--- src/rtl/memmap_pkg.sv ---
// memmap_pkg: shared constants and types for the memory-map block.
//   - Region base/limit addresses for the CPU address decode
//   - External SRAM address width
//   - External-cycle FSM state encoding and decoded region enum
//   - Helper function for inclusive address-range tests
package memmap_pkg;

  localparam int EXT_AW = 18;

  localparam logic [15:0] RAMPAGE_BASE  = 16'h8000;
  localparam logic [15:0] RAMPAGE_LIMIT = 16'hBFFF;
  localparam logic [15:0] BRAM_BASE     = 16'hE000;
  localparam logic [15:0] BRAM_LIMIT    = 16'hEFFF;
  localparam logic [15:0] SYSBOOT_BASE  = 16'hF000;

  typedef enum logic [1:0] {
    ST_IDLE   = 2'd0,
    ST_ACCESS = 2'd1,
    ST_HOLD   = 2'd2
  } memmap_state_t;

  typedef enum logic [1:0] {
    RGN_NONE = 2'd0,
    RGN_BROM = 2'd1,
    RGN_BRAM = 2'd2,
    RGN_EXT  = 2'd3
  } memmap_region_t;

  // Inclusive range test on a 16-bit CPU address.
  function automatic logic in_range(input logic [15:0] addr,
                                    input logic [15:0] lo,
                                    input logic [15:0] hi);
    return (addr >= lo) && (addr <= hi);
  endfunction

endpackage

--- src/rtl/memmap_decode.sv ---
// memmap_decode: purely combinational CPU address decode.
// Inputs : cpu_addr, cpu_rw, cpu_vma, page {R,PPP}, lock and disable bits.
// Outputs: region (none/ROM/RAM/external), ext_addr (18-bit SRAM address),
//          locked (write into a write-protected external area).
// First match wins: sysboot, built-in RAM, RAM page window, linear external.
module memmap_decode
  import memmap_pkg::*;
(
  input  logic [15:0]       cpu_addr,
  input  logic              cpu_rw,
  input  logic              cpu_vma,
  input  logic [3:0]        page,
  input  logic              rampage_lock,
  input  logic              sysboot_lock,
  input  logic              bram_disable,
  input  logic              brom_disable,
  output memmap_region_t    region,
  output logic [EXT_AW-1:0] ext_addr,
  output logic              locked
);

  // Region priority decode and physical address formation.
  always_comb begin
    region   = RGN_NONE;
    ext_addr = {2'b00, cpu_addr};
    locked   = 1'b0;
    if (!cpu_vma) begin
      region = RGN_NONE;
    end else if (cpu_addr >= SYSBOOT_BASE) begin
      if (!brom_disable) begin
        // ROM writes are dropped silently; they are never a violation.
        region = RGN_BROM;
      end else begin
        region = RGN_EXT;
        locked = sysboot_lock & ~cpu_rw;
      end
    end else if (in_range(cpu_addr, BRAM_BASE, BRAM_LIMIT) && !bram_disable) begin
      region = RGN_BRAM;
    end else if (in_range(cpu_addr, RAMPAGE_BASE, RAMPAGE_LIMIT) && page[3]) begin
      region   = RGN_EXT;
      ext_addr = {1'b1, page[2:0], cpu_addr[13:0]};
      locked   = rampage_lock & ~cpu_rw;
    end else begin
      region = RGN_EXT;
    end
  end

endmodule

--- src/rtl/memmap.sv ---
// memmap: address translation and external-SRAM sequencer.
// Ports:
//   clk, rst (async active-low)
//   cpu_addr/cpu_rw/cpu_vma : CPU bus cycle;  cpu_ready : 0 stalls the CPU
//   page, rampage_lock, sysboot_lock, bram_disable, brom_disable : page/lock bits
//   brom_cs, bram_cs        : built-in ROM/RAM selects (combinational)
//   ext_addr, ext_ce_n/oe_n/we_n : registered SRAM address and strobes
//   fault, fault_addr, fault_clr : sticky write-violation log
// External cycle: IDLE -> ACCESS (max(WAIT_STATES,1) cycles) -> HOLD (1) -> IDLE.
module memmap
  import memmap_pkg::*;
#(
  parameter int WAIT_STATES = 2
) (
  input  logic              clk,
  input  logic              rst,
  input  logic [15:0]       cpu_addr,
  input  logic              cpu_rw,
  input  logic              cpu_vma,
  output logic              cpu_ready,
  input  logic [3:0]        page,
  input  logic              rampage_lock,
  input  logic              sysboot_lock,
  input  logic              bram_disable,
  input  logic              brom_disable,
  output logic              brom_cs,
  output logic              bram_cs,
  output logic [EXT_AW-1:0] ext_addr,
  output logic              ext_ce_n,
  output logic              ext_oe_n,
  output logic              ext_we_n,
  output logic              fault,
  output logic [15:0]       fault_addr,
  input  logic              fault_clr
);

  localparam int WS_EFF = (WAIT_STATES < 1) ? 1 : WAIT_STATES;
  localparam int CNT_W  = (WS_EFF > 1) ? $clog2(WS_EFF) : 1;
  localparam logic [CNT_W-1:0] CNT_LOAD = CNT_W'(WS_EFF - 1);

  memmap_region_t    region;
  logic [EXT_AW-1:0] dec_addr;
  logic              dec_locked;

  memmap_state_t     state_r, state_next;
  logic [CNT_W-1:0]  cnt_r, cnt_next;
  logic              rw_r, rw_next;
  logic              accept, violation;

  memmap_decode u_decode (
    .cpu_addr     (cpu_addr),
    .cpu_rw       (cpu_rw),
    .cpu_vma      (cpu_vma),
    .page         (page),
    .rampage_lock (rampage_lock),
    .sysboot_lock (sysboot_lock),
    .bram_disable (bram_disable),
    .brom_disable (brom_disable),
    .region       (region),
    .ext_addr     (dec_addr),
    .locked       (dec_locked)
  );

  assign brom_cs = (region == RGN_BROM);
  assign bram_cs = (region == RGN_BRAM);

  // Requests are only looked at in IDLE; vma is ignored mid-access.
  assign accept    = (state_r == ST_IDLE) && (region == RGN_EXT) && !dec_locked;
  assign violation = (state_r == ST_IDLE) && (region == RGN_EXT) && dec_locked;

  // Next-state and wait-state counter logic.
  always_comb begin
    state_next = state_r;
    cnt_next   = cnt_r;
    rw_next    = rw_r;
    case (state_r)
      ST_IDLE: begin
        if (accept) begin
          state_next = ST_ACCESS;
          cnt_next   = CNT_LOAD;
          rw_next    = cpu_rw;
        end else begin
          state_next = ST_IDLE;
        end
      end
      ST_ACCESS: begin
        if (cnt_r == '0) begin
          state_next = ST_HOLD;
        end else begin
          cnt_next = cnt_r - 1'b1;
        end
      end
      ST_HOLD: begin
        state_next = ST_IDLE;
      end
      default: begin
        state_next = ST_IDLE;
      end
    endcase
  end

  // FSM state, latched access attributes and registered strobes/ready.
  // Strobes are computed from the next state so they line up with it.
  always_ff @(posedge clk or negedge rst) begin
    if (!rst) begin
      state_r   <= ST_IDLE;
      cnt_r     <= '0;
      rw_r      <= 1'b1;
      ext_addr  <= '0;
      ext_ce_n  <= 1'b1;
      ext_oe_n  <= 1'b1;
      ext_we_n  <= 1'b1;
      cpu_ready <= 1'b1;
    end else begin
      state_r   <= state_next;
      cnt_r     <= cnt_next;
      rw_r      <= rw_next;
      if (accept) begin
        ext_addr <= dec_addr;
      end
      ext_ce_n  <= (state_next == ST_IDLE);
      ext_oe_n  <= !((state_next == ST_ACCESS) && rw_next);
      ext_we_n  <= !((state_next == ST_ACCESS) && !rw_next);
      cpu_ready <= (state_next != ST_ACCESS);
    end
  end

  // Sticky fault log; a new violation beats a simultaneous clear.
  always_ff @(posedge clk or negedge rst) begin
    if (!rst) begin
      fault      <= 1'b0;
      fault_addr <= 16'h0000;
    end else if (violation && (!fault || fault_clr)) begin
      fault      <= 1'b1;
      fault_addr <= cpu_addr;
    end else if (fault_clr) begin
      fault      <= 1'b0;
    end
  end

endmodule

--- config.mk ---
export PLATFORM = sky130hd
export DESIGN_NAME = memmap
export DESIGN_NICKNAME = d
export VERILOG_FILES = /design/src/rtl/memmap_pkg.sv /design/src/rtl/memmap_decode.sv /design/src/rtl/memmap.sv
export SDC_FILE = /design/constraint.sdc
export NUM_CORES = 1
export LEC_CHECK = 0
export ABC_CLOCK_PERIOD_IN_PS = 2200
export BUFFER_PORTS_ARGS = -buffer_cell sky130_fd_sc_hd__buf_2
export CAP_MARGIN = 20
export CORE_AREA = 2 2 65 67
export CTS_CLUSTER_DIAMETER = 80
export DETAILED_ROUTE_END_ITERATION = 8
export DIE_AREA = 0 0 67 69
export PLACE_DENSITY = 0.77
export REMOVE_ABC_BUFFERS = 1
export SYNTH_ARGS = -nofsm -noshare
export SYNTH_HDL_FRONTEND = slang
export SYNTH_SLANG_ARGS = --single-unit
--- constraint.sdc ---
create_clock -name clk -period 2.2 [get_ports clk]
set_input_delay 0.22 -clock clk [delete_from_list [all_inputs] [get_ports clk]]
set_output_delay 0.22 -clock clk [all_outputs]
set_load 0.01 [all_outputs]
==> qor.yml, run 1 <==
setup_ws_ps: 320.9
leakage_uw: 0.001225
row_count: 23
hold_violations: 0
cp-start-kind: "register"
antenna_found_initial: 0
dp_hpwl_um: 2493
synth_top_family_by_area: "multiplexers"
synth.cell_area_um2: 1841
r2r-start: "state_r[0]$_DFF_PN0_"
critPathMaxStageDelay_ps: 400
syn_avg_cell_area_um2: 14.49
cp_num_buf_inv: 1
antenna_cells: 0
cts_made_buffers: 5
finalSetupViolations: 0
die_h_um: 69
finalSetupTns_ps: 0
cts.repair.resized: 0
fin_crit_ps: 1879
critPathArrivalTime_ps: 2060
drt-initial-drc-count: 75
r2r_end: "ext_addr[3]$_DFFE_PN0P_"
rrSetupSlack_ps: 320
grt_max_degree: 40
worst_slew_pin_slew_ps: 825.1
async_flop_share: 1.000
pre_cts_slack_ps: 343.0
drt_first_pass_iters: 4
synth_compound_area_frac: 0.05982
ys.flop_type: "dfrtp_1"
finalCritPeriodShare: 0.8542
reg2reg_depth: 5
synth-seq-cells: 43
rsz0062_at_grt: "no"
grt_pass1_wl_um: 5878
drt-vias-per-instance: 4.988
drv_cap: 0
status: "finished, final reports clean"
slew_violations: 0
final_net_count: 230
clock-skew-final_ps: 7.769
grt_pass1_vias: 1317
dieArea_um2: 4623
synthToLayoutAreaGrowth_pct: 28.08
synth.most_common_cell: "dfrtp_1"
cp_cell_sequence: "nor3b_2 > o21ai_1 > nor2b_4 > buf_4 > mux2_2"
post_drt_wl_per_cell_um: 13.58
cts_tree: "done"
p_per_area_nw_per_um2: 1264
ioPinCount: 70
cpLargestDelayFamily: "simple AND/OR/NAND/NOR gates"
nFillCells: 337
clk_pin_slew_ps: 80
peakVddDrop_v: 0.0007578
endpoint_kind: "register"
synth_commonest_cells: "dfrtp_1, mux2_2, mux2_4"
crit_type: "reg2reg"
clockBufferDepth: 2
ys_seq_area_frac: 0.5880
cts_hold_buf: 0
start_util: 0.4703
ant_nets: 0
drc: 0
yosysTopAreaCell: "dfrtp_1"
path_depth: 5
routed_wl_um: 3423
portBuffers: 69
placed_area_um2: 2221
synth_cell_types: 37
min_path_type: "in2async"
p_total_uw: 2979
required_ps: 2380
clkSinkCount: 43
worst_skew_pair.late_latency_ps: 300
crit_fanout: 15
slowest_stage: "dfrtp_1"
vias: 1257
synthTopCellsByArea: "dfrtp_1, mux2_2, mux2_4, dfstp_2, nand2b_1"
fmax_ghz: 0.5322
gp_congestion: 0.8284
synthAdderAreaFrac: 0
synth-simple-area-share: 0.1040
stdcell_area_um2: 2357
track_usage: 0.1641
cts_setup_buffers: 0
cts_root_buf: "clkbuf_8"
coreArea_um2: 3914
synth_edf_count: 0
synthMuxAreaShare: 0.2107
grt-ovfl-total: 0
chipWidth_um: 67
ys.warnings.count: 0
drive_gt1_frac: 0.5891
synth_top_area_share: 0.5167
cts-htree-levels: 2
syn_inst: 127
synth_xor_area_frac: 0
max_slew_margin: 0.4499
[worst max-delay path by stage]
stage / endpoint / slack, ps / startpoint
after CTS: ext_addr[3]$_DFFE_PN0P_ / 320 / state_r[0]$_DFF_PN0_
after global placement: ext_addr[13]$_DFFE_PN0P_ / 360 / state_r[0]$_DFF_PN0_
final: ext_addr[3]$_DFFE_PN0P_ / 320 / state_r[0]$_DFF_PN0_
after global routing: ext_addr[3]$_DFFE_PN0P_ / 220 / state_r[0]$_DFF_PN0_
after detailed placement: ext_addr[13]$_DFFE_PN0P_ / 340 / state_r[0]$_DFF_PN0_
after floorplan: ext_addr[13]$_DFFE_PN0P_ / 360 / state_r[0]$_DFF_PN0_
[cell usage in the layout, fill, tap and decap left out, types with 2 or more instances in the layout]
| master | count |
|---|---|
| mux2i_1 | 2 |
| bufinv_16 | 2 |
| inv_1 | 5 |
| nor2b_1 | 2 |
| mux2_4 | 11 |
| a21o_1 | 2 |
| clkbuf_8 | 5 |
| dfstp_2 | 5 |
| nand2b_1 | 4 |
| a211o_1 | 2 |
| nand2_1 | 3 |
| nand3b_1 | 3 |
| a21oi_1 | 3 |
| nor2_1 | 5 |
| dfrtp_1 | 38 |
| mux2_2 | 18 |
| buf_4 | 3 |
| buf_2 | 69 |
[registers in the layout (all words and copies together) (netlist names)]
name and cells:
state_r 2, cnt_r 1, ext_addr 18, ext_we_n 1
rw_r 1, cpu_ready 1, fault 1, ext_oe_n 1
fault_addr 16, ext_ce_n 1
[worst register-to-register path: cells and delay by family (launching register included)]
kind	cells	cell delay (ps)
buffers and inverters	1	280
AOI/OAI and AO/OA	1	240
and+or+nand+nor	2	470
DFF	1	400
muxes	1	370
[final cells by class]
type	instances	area, um2	share of cell area
Tap cell	50	62.56	0.02654
Sequential cell	43	1082	0.4591
Inverter	5	18.77	0.007962
Clock buffer	5	68.82	0.02919
Multi-Input combinational cell	74	689.4	0.2925
Clock inverter	3	67.56	0.02866
Timing Repair Buffer	72	367.9	0.1561
[logic make-up after synthesis]
family	Yosys count
AND/OR/NAND/NOR	28
multiplexers	31
AO/OA/AOI/OAI	15
buffers and inverters	10
flip-flops	43
[metrics by stage]
step / hold WS (ps) / std cells / utilization
after CTS: 46.66 / 252 / 0.6023
after global routing: 82.88 / 252 / 0.6023
after detailed placement: 374.8 / 244 / 0.5675
after global placement: 371.8 / 244 / 0.5675
after floorplan: -75.59 / 122 / -
final: 13.74 / 252 / 0.6023
[power by group]
group | leakage, uW | switching, uW | internal, uW
registers | 0.000534 | 155 | 1110
logic | 0.000627 | 451 | 536
clock network | 0.0000644 | 273 | 452
[metal layers]
layer | wire, um | global-route usage | part of all wire | up-vias
met5 | 0 | 0 | 0 | -
met4 | 38 | 0.04308 | 0.011 | 0
met3 | 238 | 0.04568 | 0.070 | 3
met2 | 1590 | 0.2585 | 0.46 | 47
met1 | 1556 | 0.2222 | 0.45 | 610
li1 | - | - | - | 597
(Power assumes the default switching activity.)
==> inputs of run 2 (changes only) <==
--- a/config.mk
+++ b/config.mk
@@ -12,7 +12,7 @@
 export CTS_CLUSTER_DIAMETER = 80
 export DETAILED_ROUTE_END_ITERATION = 8
 export DIE_AREA = 0 0 67 69
-export PLACE_DENSITY = 0.77
+export PLACE_DENSITY_LB_ADDON = 0.1
 export REMOVE_ABC_BUFFERS = 1
 export SYNTH_ARGS = -nofsm -noshare
 export SYNTH_HDL_FRONTEND = slang
==> run 2 against run 1 <==
  * Worst setup slack gained 91 ps
  * Critical path depth is the same
  * Combinational power grew 1%
  * Sequential power is essentially flat
  * First-iteration DRC count shrank 45%
  * Die area is the same
  * Clock-buffer cell count grew 3
  * Via count grew 1.0%
  * Worst hold slack gained 32 ps
  * Total power shrank 6.3%
  * Cell area shrank 1.9%
  * Maximum frequency grew 5.1%
  * Critical endpoint is now ext_addr[13]$_DFFE_PN0P_
==> qor.yml, run 2 (synthesized netlist as in run 1, its figures left out) <==
pre_cts_slack_ps: 349.4
worst_skew_pair.late_latency_ps: 290
peakVddDrop_v: 0.0005764
min_path_type: "in2async"
start_util: 0.4703
clkSinkCount: 43
p_total_uw: 2793
ioPinCount: 70
seqPwrFrac: 0.452
drt_first_pass_iters: 5
cts_root_buf: "clkbuf_8"
fin_util: 0.5911
hold_ws_ps: 45.43
slowest_stage: "dfrtp_1"
cp_cell_sequence: "nor3b_2 > o21ai_1 > nor2b_4 > buf_4 > mux2_2"
cts.repair.resized: 0
drt-initial-drc-count: 41
drc: 0
largest_reg_flops: 18
setup_ws_ps: 412.3
cts_setup_buffers: 0
gp_congestion: 0.7241
cp-start-kind: "register"
hold_violations: 0
grt_pass1_wl_um: 5961
p_switching_uw: 859.0
pwr-share-clk: 0.190
max_slew_margin: 0.4027
layout_common_cells: "buf_2, dfrtp_1, mux2_2, mux2_4, clkbuf_8"
grt_pass1_vias: 1271
dp_hpwl_um: 2640
regMostFlops: "ext_addr"
fin_crit_ps: 1788
synthToLayoutAreaGrowth_pct: 25.70
chipWidth_um: 67
p_int_uw: 1934
dieArea_um2: 4623
finalSetupTns_ps: 0
p_per_area_nw_per_um2: 1207
cts-htree-levels: 2
routed_wl_um: 3607
vias: 1270
switching_share: 0.3075
drt-vias-per-instance: 5.060
ant_nets: 0
status: "finished, final reports clean"
drive_gt1_frac: 0.5821
finalSetupViolations: 0
antenna_found_initial: 0
grt_max_degree: 44
drv_cap: 0
grt-ovfl-total: 0
crit_type: "reg2reg"
critPathMaxStageDelay_ps: 400
rsz0062_at_grt: "no"
critPathArrivalTime_ps: 1960
cts_tree: "done"
cp_num_buf_inv: 1
leakage_uw: 0.001208
layout_commonest_cell: "buf_2"
clock-skew-final_ps: 4.252
row_count: 23
reg_top3: "ext_addr (18), fault_addr (16), state_r (2)"
crit_fanout: 11
coreArea_um2: 3914
share_comb_of_total_power: 0.358
required_ps: 2380
slew_violations: 0
clockBufferDepth: 2
finalCritPeriodShare: 0.8126
worst_slew_pin_slew_ps: 895.9
cts_hold_buf: 0
track_usage: 0.1714
final_net_count: 229
cpLargestDelayFamily: "simple AND/OR/NAND/NOR gates"
die_h_um: 69
cts_made_buffers: 5
endpoint_kind: "register"
fmax_ghz: 0.5594
portBuffers: 69
antenna_cells: 0
clk_pin_slew_ps: 80
post_drt_wl_per_cell_um: 14.37
## run 2: cell types whose count changed in the layout (fill, tap and decap cells not counted), sizes merged
cell	change
bufinv	-2
clkinvlp	-1
buf	-1
clkbuf	+3
## run 2: worst paths after layout
check / startpoint / endpoint / slack (ps) / depth (start not counted)
min in group clk: cpu_rw / ext_we_n$_DFF_PN1_ / 140 / 3
max in group asynchronous: rst / fault_addr[3]$_DFFE_PN0P_ / 1580 / 1
worst max-delay path: state_r[0]$_DFF_PN0_ / ext_addr[13]$_DFFE_PN0P_ / 410 / 5
worst min register to register: fault_addr[15]$_DFFE_PN0P_ / fault_addr[15]$_DFFE_PN0P_ / 470 / 1
worst max register to register: state_r[0]$_DFF_PN0_ / ext_addr[13]$_DFFE_PN0P_ / 410 / 5
worst min-delay path: rst / ext_addr[16]$_DFFE_PN0P_ / 50 / 1
## run 2: power by group through the flow
stage	Clock (uW)	Combinational, uW	Sequential, uW
after global routing	596	1080	1300
final	532	999	1260
after CTS	551	1020	1270
after floorplan	0	476	1400
after detailed placement	0	1020	1270
after global placement	0	993	1270
## run 2: metal layers
layer,wire [um],vias up,share of wire,GRT usage
li1,-,600,-,-
met3,318,7,0.088,0.05220
met4,59,0,0.016,0.06122
met2,1708,50,0.47,0.2695
met5,0,-,0,0
met1,1520,613,0.42,0.2222
## run 2: final cells by class
class / instances / area, um2
multi-input cells: 74 / 689.4
inverters: 5 / 18.77
flip-flops and latches: 43 / 1082
repair buffers: 71 / 360.3
clock buffers: 8 / 100.1
well taps: 50 / 62.56
fillers: 351 / 1600
## run 2: metrics by stage
| stage | area, um2 | cells |
|---|---|---|
| after global placement | 2213 | 243 |
| after CTS | 2313 | 251 |
| after floorplan | 1790 | 122 |
| after global routing | 2313 | 251 |
| final | 2313 | 251 |
| after detailed placement | 2213 | 243 |
==> inputs of run 3 (changes only) <==
--- a/config.mk
+++ b/config.mk
@@ -5,7 +5,8 @@
 export SDC_FILE = /design/constraint.sdc
 export NUM_CORES = 1
 export LEC_CHECK = 0
-export ABC_CLOCK_PERIOD_IN_PS = 2200
+export ABC_AREA = 1
+export ABC_CLOCK_PERIOD_IN_PS = 1800
 export BUFFER_PORTS_ARGS = -buffer_cell sky130_fd_sc_hd__buf_2
 export CAP_MARGIN = 20
 export CORE_AREA = 2 2 65 67
==> constraint.sdc (replaced) <==
create_clock -name clk -period 1.8 [get_ports clk]
set_input_delay 0.18 -clock clk [delete_from_list [all_inputs] [get_ports clk]]
set_output_delay 0.18 -clock clk [all_outputs]
set_load 0.01 [all_outputs]
==> run 3 against run 2 <==
  * Worst hold slack improved by 66 ps
  * Total power rose by 13%
  * Register-to-register slack got worse by 98 ps
  * Maximum frequency rose by 20%
  * Utilization fell by 0.13 points
  * Sequential cell count did not move
  * Synthesized area fell by 0.27%
  * Combinational power rose by 9%
  * Final cell count rose by 29%
  * First-iteration DRC count rose to 2.6 times the previous value
  * Sequential power rose by 18%
  * Critical path type unchanged
  * Highest routed layer unchanged
==> qor.yml, run 3 <==
coreArea_um2: 3914
routed_wl_um: 3916
chipWidth_um: 67
grt_pass1_wl_um: 6706
die_h_um: 69
gp_congestion: 0.8525
layout_commonest_cell: "nand2_1"
grt_max_degree: 33
syn_avg_cell_area_um2: 9.270
r2r_end: "ext_addr[0]$_DFFE_PN0P_"
slowest_stage: "dfrtp_1"
drt_first_pass_iters: 4
synth_cell_types: 23
hold_violations: 0
synth.cell_area_um2: 1836
drc: 0
synth-seq-cells: 43
min-delay-start: "cpu_addr[4]"
p_switching_uw: 1140
stdcell_area_um2: 2308
antenna_found_initial: 0
cp_common_cell: "nand2_1"
rrSetupSlack_ps: 310
clk_pin_slew_ps: 80
max_slew_margin: 0.5429
synth_commonest_cells: "nand2_1, dfrtp_1, nand4_1"
synthToLayoutAreaGrowth_pct: 25.77
placed_area_um2: 2213
seqPwrFrac: 0.472
worst_slew_pin_slew_ps: 685.6
dp_hpwl_um: 2861
r2r-start: "state_r[1]$_DFF_PN0_"
track_usage: 0.1857
yosysTopAreaCell: "dfrtp_1"
min_path_type: "in2reg"
fmax_ghz: 0.6732
cts_setup_buffers: 0
async_flop_share: 1.000
finalSetupViolations: 0
cp_cell_sequence: "nor2_1 > nand2_2 > nor2_8 > nand2_8 > inv_4 > nand2_1 > nand2_1"
fin_crit_ps: 1485
dieArea_um2: 4623
critPathArrivalTime_ps: 1710
synthTopCellsByArea: "dfrtp_1, nand2_1, dfstp_2, nand4_1, inv_1"
row_count: 23
final_net_count: 301
whs_endpoint: "ext_addr[4]$_DFFE_PN0P_"
antenna_cells: 0
ioPinCount: 70
grt_pass1_vias: 1474
post_drt_wl_per_cell_um: 12.12
start_util: 0.4690
clock-skew-final_ps: 6.735
share_comb_of_total_power: 0.346
use_met2: 0.2893
peakVddDrop_v: 0.0007897
drv_cap: 0
synth_top_area_share: 0.5181
switching_share: 0.3611
cts-htree-levels: 2
ys.warnings.count: 0
regMostFlops: "ext_addr"
portBuffers: 69
syn_inst: 198
synth.most_common_cell: "nand2_1"
grt-ovfl-total: 0
cts_tree: "done"
reg2reg_depth: 7
worst_skew_pair.late_latency_ps: 280
leakage_uw: 0.001350
cp_num_buf_inv: 1
ys.flop_type: "dfrtp_1"
endpoint_kind: "register"
met1_usage: 0.2695
whs_path_depth: 3
finalSetupTns_ps: 0
largest_reg_flops: 18
drt-vias-per-instance: 4.718
cpLargestDelayFamily: "simple AND/OR/NAND/NOR gates"
slew_violations: 0
drt-initial-drc-count: 105
p_int_uw: 2018
cts_root_buf: "clkbuf_8"
fin_util: 0.5898
crit_type: "reg2reg"
required_ps: 2020
layout_common_cells: "nand2_1, buf_2, dfrtp_1, nand4_1, inv_1"
drive_gt1_frac: 0.3553
clockBufferDepth: 2
crit_fanout: 27
grtUsageMet3: 0.03426
cts_made_buffers: 5
finalCritPeriodShare: 0.8252
pwr-share-clk: 0.181
ant_nets: 0
clkSinkCount: 43
critPathMaxStageDelay_ps: 410
rsz0062_at_grt: "no"
ys_seq_area_frac: 0.5896
p_per_area_nw_per_um2: 1368
cp-start-kind: "register"
reg_top3: "ext_addr (18), fault_addr (16), state_r (2)"
vias: 1524
grt-busiest-layer: "met2"
synth_edf_count: 0
status: "finished, final reports clean"
## run 3: worst min-delay path: stages
cell and delay (ps):
buf_2 90, nand2_1 50, nand2_1 40
## run 3: worst max path at each step
stage	slack, ps	depth (start not counted)	endpoint	start
5_1_grt	160	7	ext_addr[5]$_DFFE_PN0P_	state_r[1]$_DFF_PN0_
4_1_cts	280	7	ext_addr[0]$_DFFE_PN0P_	state_r[1]$_DFF_PN0_
3_3_place_gp	350	7	ext_addr[5]$_DFFE_PN0P_	state_r[1]$_DFF_PN0_
2_1_floorplan	530	7	ext_addr[0]$_DFFE_PN0P_	state_r[1]$_DFF_PN0_
3_5_place_dp	300	7	ext_addr[0]$_DFFE_PN0P_	state_r[1]$_DFF_PN0_
6_report	310	7	ext_addr[0]$_DFFE_PN0P_	state_r[1]$_DFF_PN0_
## run 3: kinds of logic after synthesis
| family | count (synthesis) | share of synthesized area |
|---|---|---|
| flip-flops | 43 | 0.5896 |
| buffers and inverters | 20 | 0.06339 |
| AO/OA/AOI/OAI | 8 | 0.02386 |
| AND/OR/NAND/NOR | 127 | 0.3231 |
## run 3: layout make-up
cell class	instances	area, um2
multi-input combinational	135	636.9
sequential	43	1082
timing repair buffer	74	385.4
tap	50	62.56
clock inverter	2	12.51
fill	393	1605
inverter	13	56.30
clock buffer	6	72.57
## run 3: repair_timing
action                                 in CTS  in global routing
hold buffers                                1                  0
resized for setup                           0                  0
endpoints found under the hold margin      25                  0
## run 3: power by group through the flow
stage	Sequential [uW]	Combinational, uW	Clock, uW
after floorplan	1650	482	0
after global placement	1510	1090	0
after detailed placement	1510	1120	0
after CTS	1490	1120	594
after global routing	1530	1250	641
final	1490	1090	573
## run 3: metal layers
| layer | vias up | wire (um) |
|---|---|---|
| met5 | - | 0 |
| met4 | 0 | 21 |
| met3 | 2 | 223 |
| met2 | 51 | 1819 |
| met1 | 694 | 1851 |
| li1 | 777 | - |
## run 3: through the flow
stage | hold WS, ps | setup WS, ps | total power [uW] | std cells
2_1_floorplan | -115.6 | 533.1 | 2129 | 191
3_3_place_gp | 254.8 | 349.6 | 2606 | 314
3_5_place_dp | 264.1 | 299.3 | 2621 | 314
4_1_cts | 104.6 | 277.8 | 3208 | 323
5_1_grt | 110.6 | 163.3 | 3426 | 323
6_report | 111.1 | 314.6 | 3158 | 323
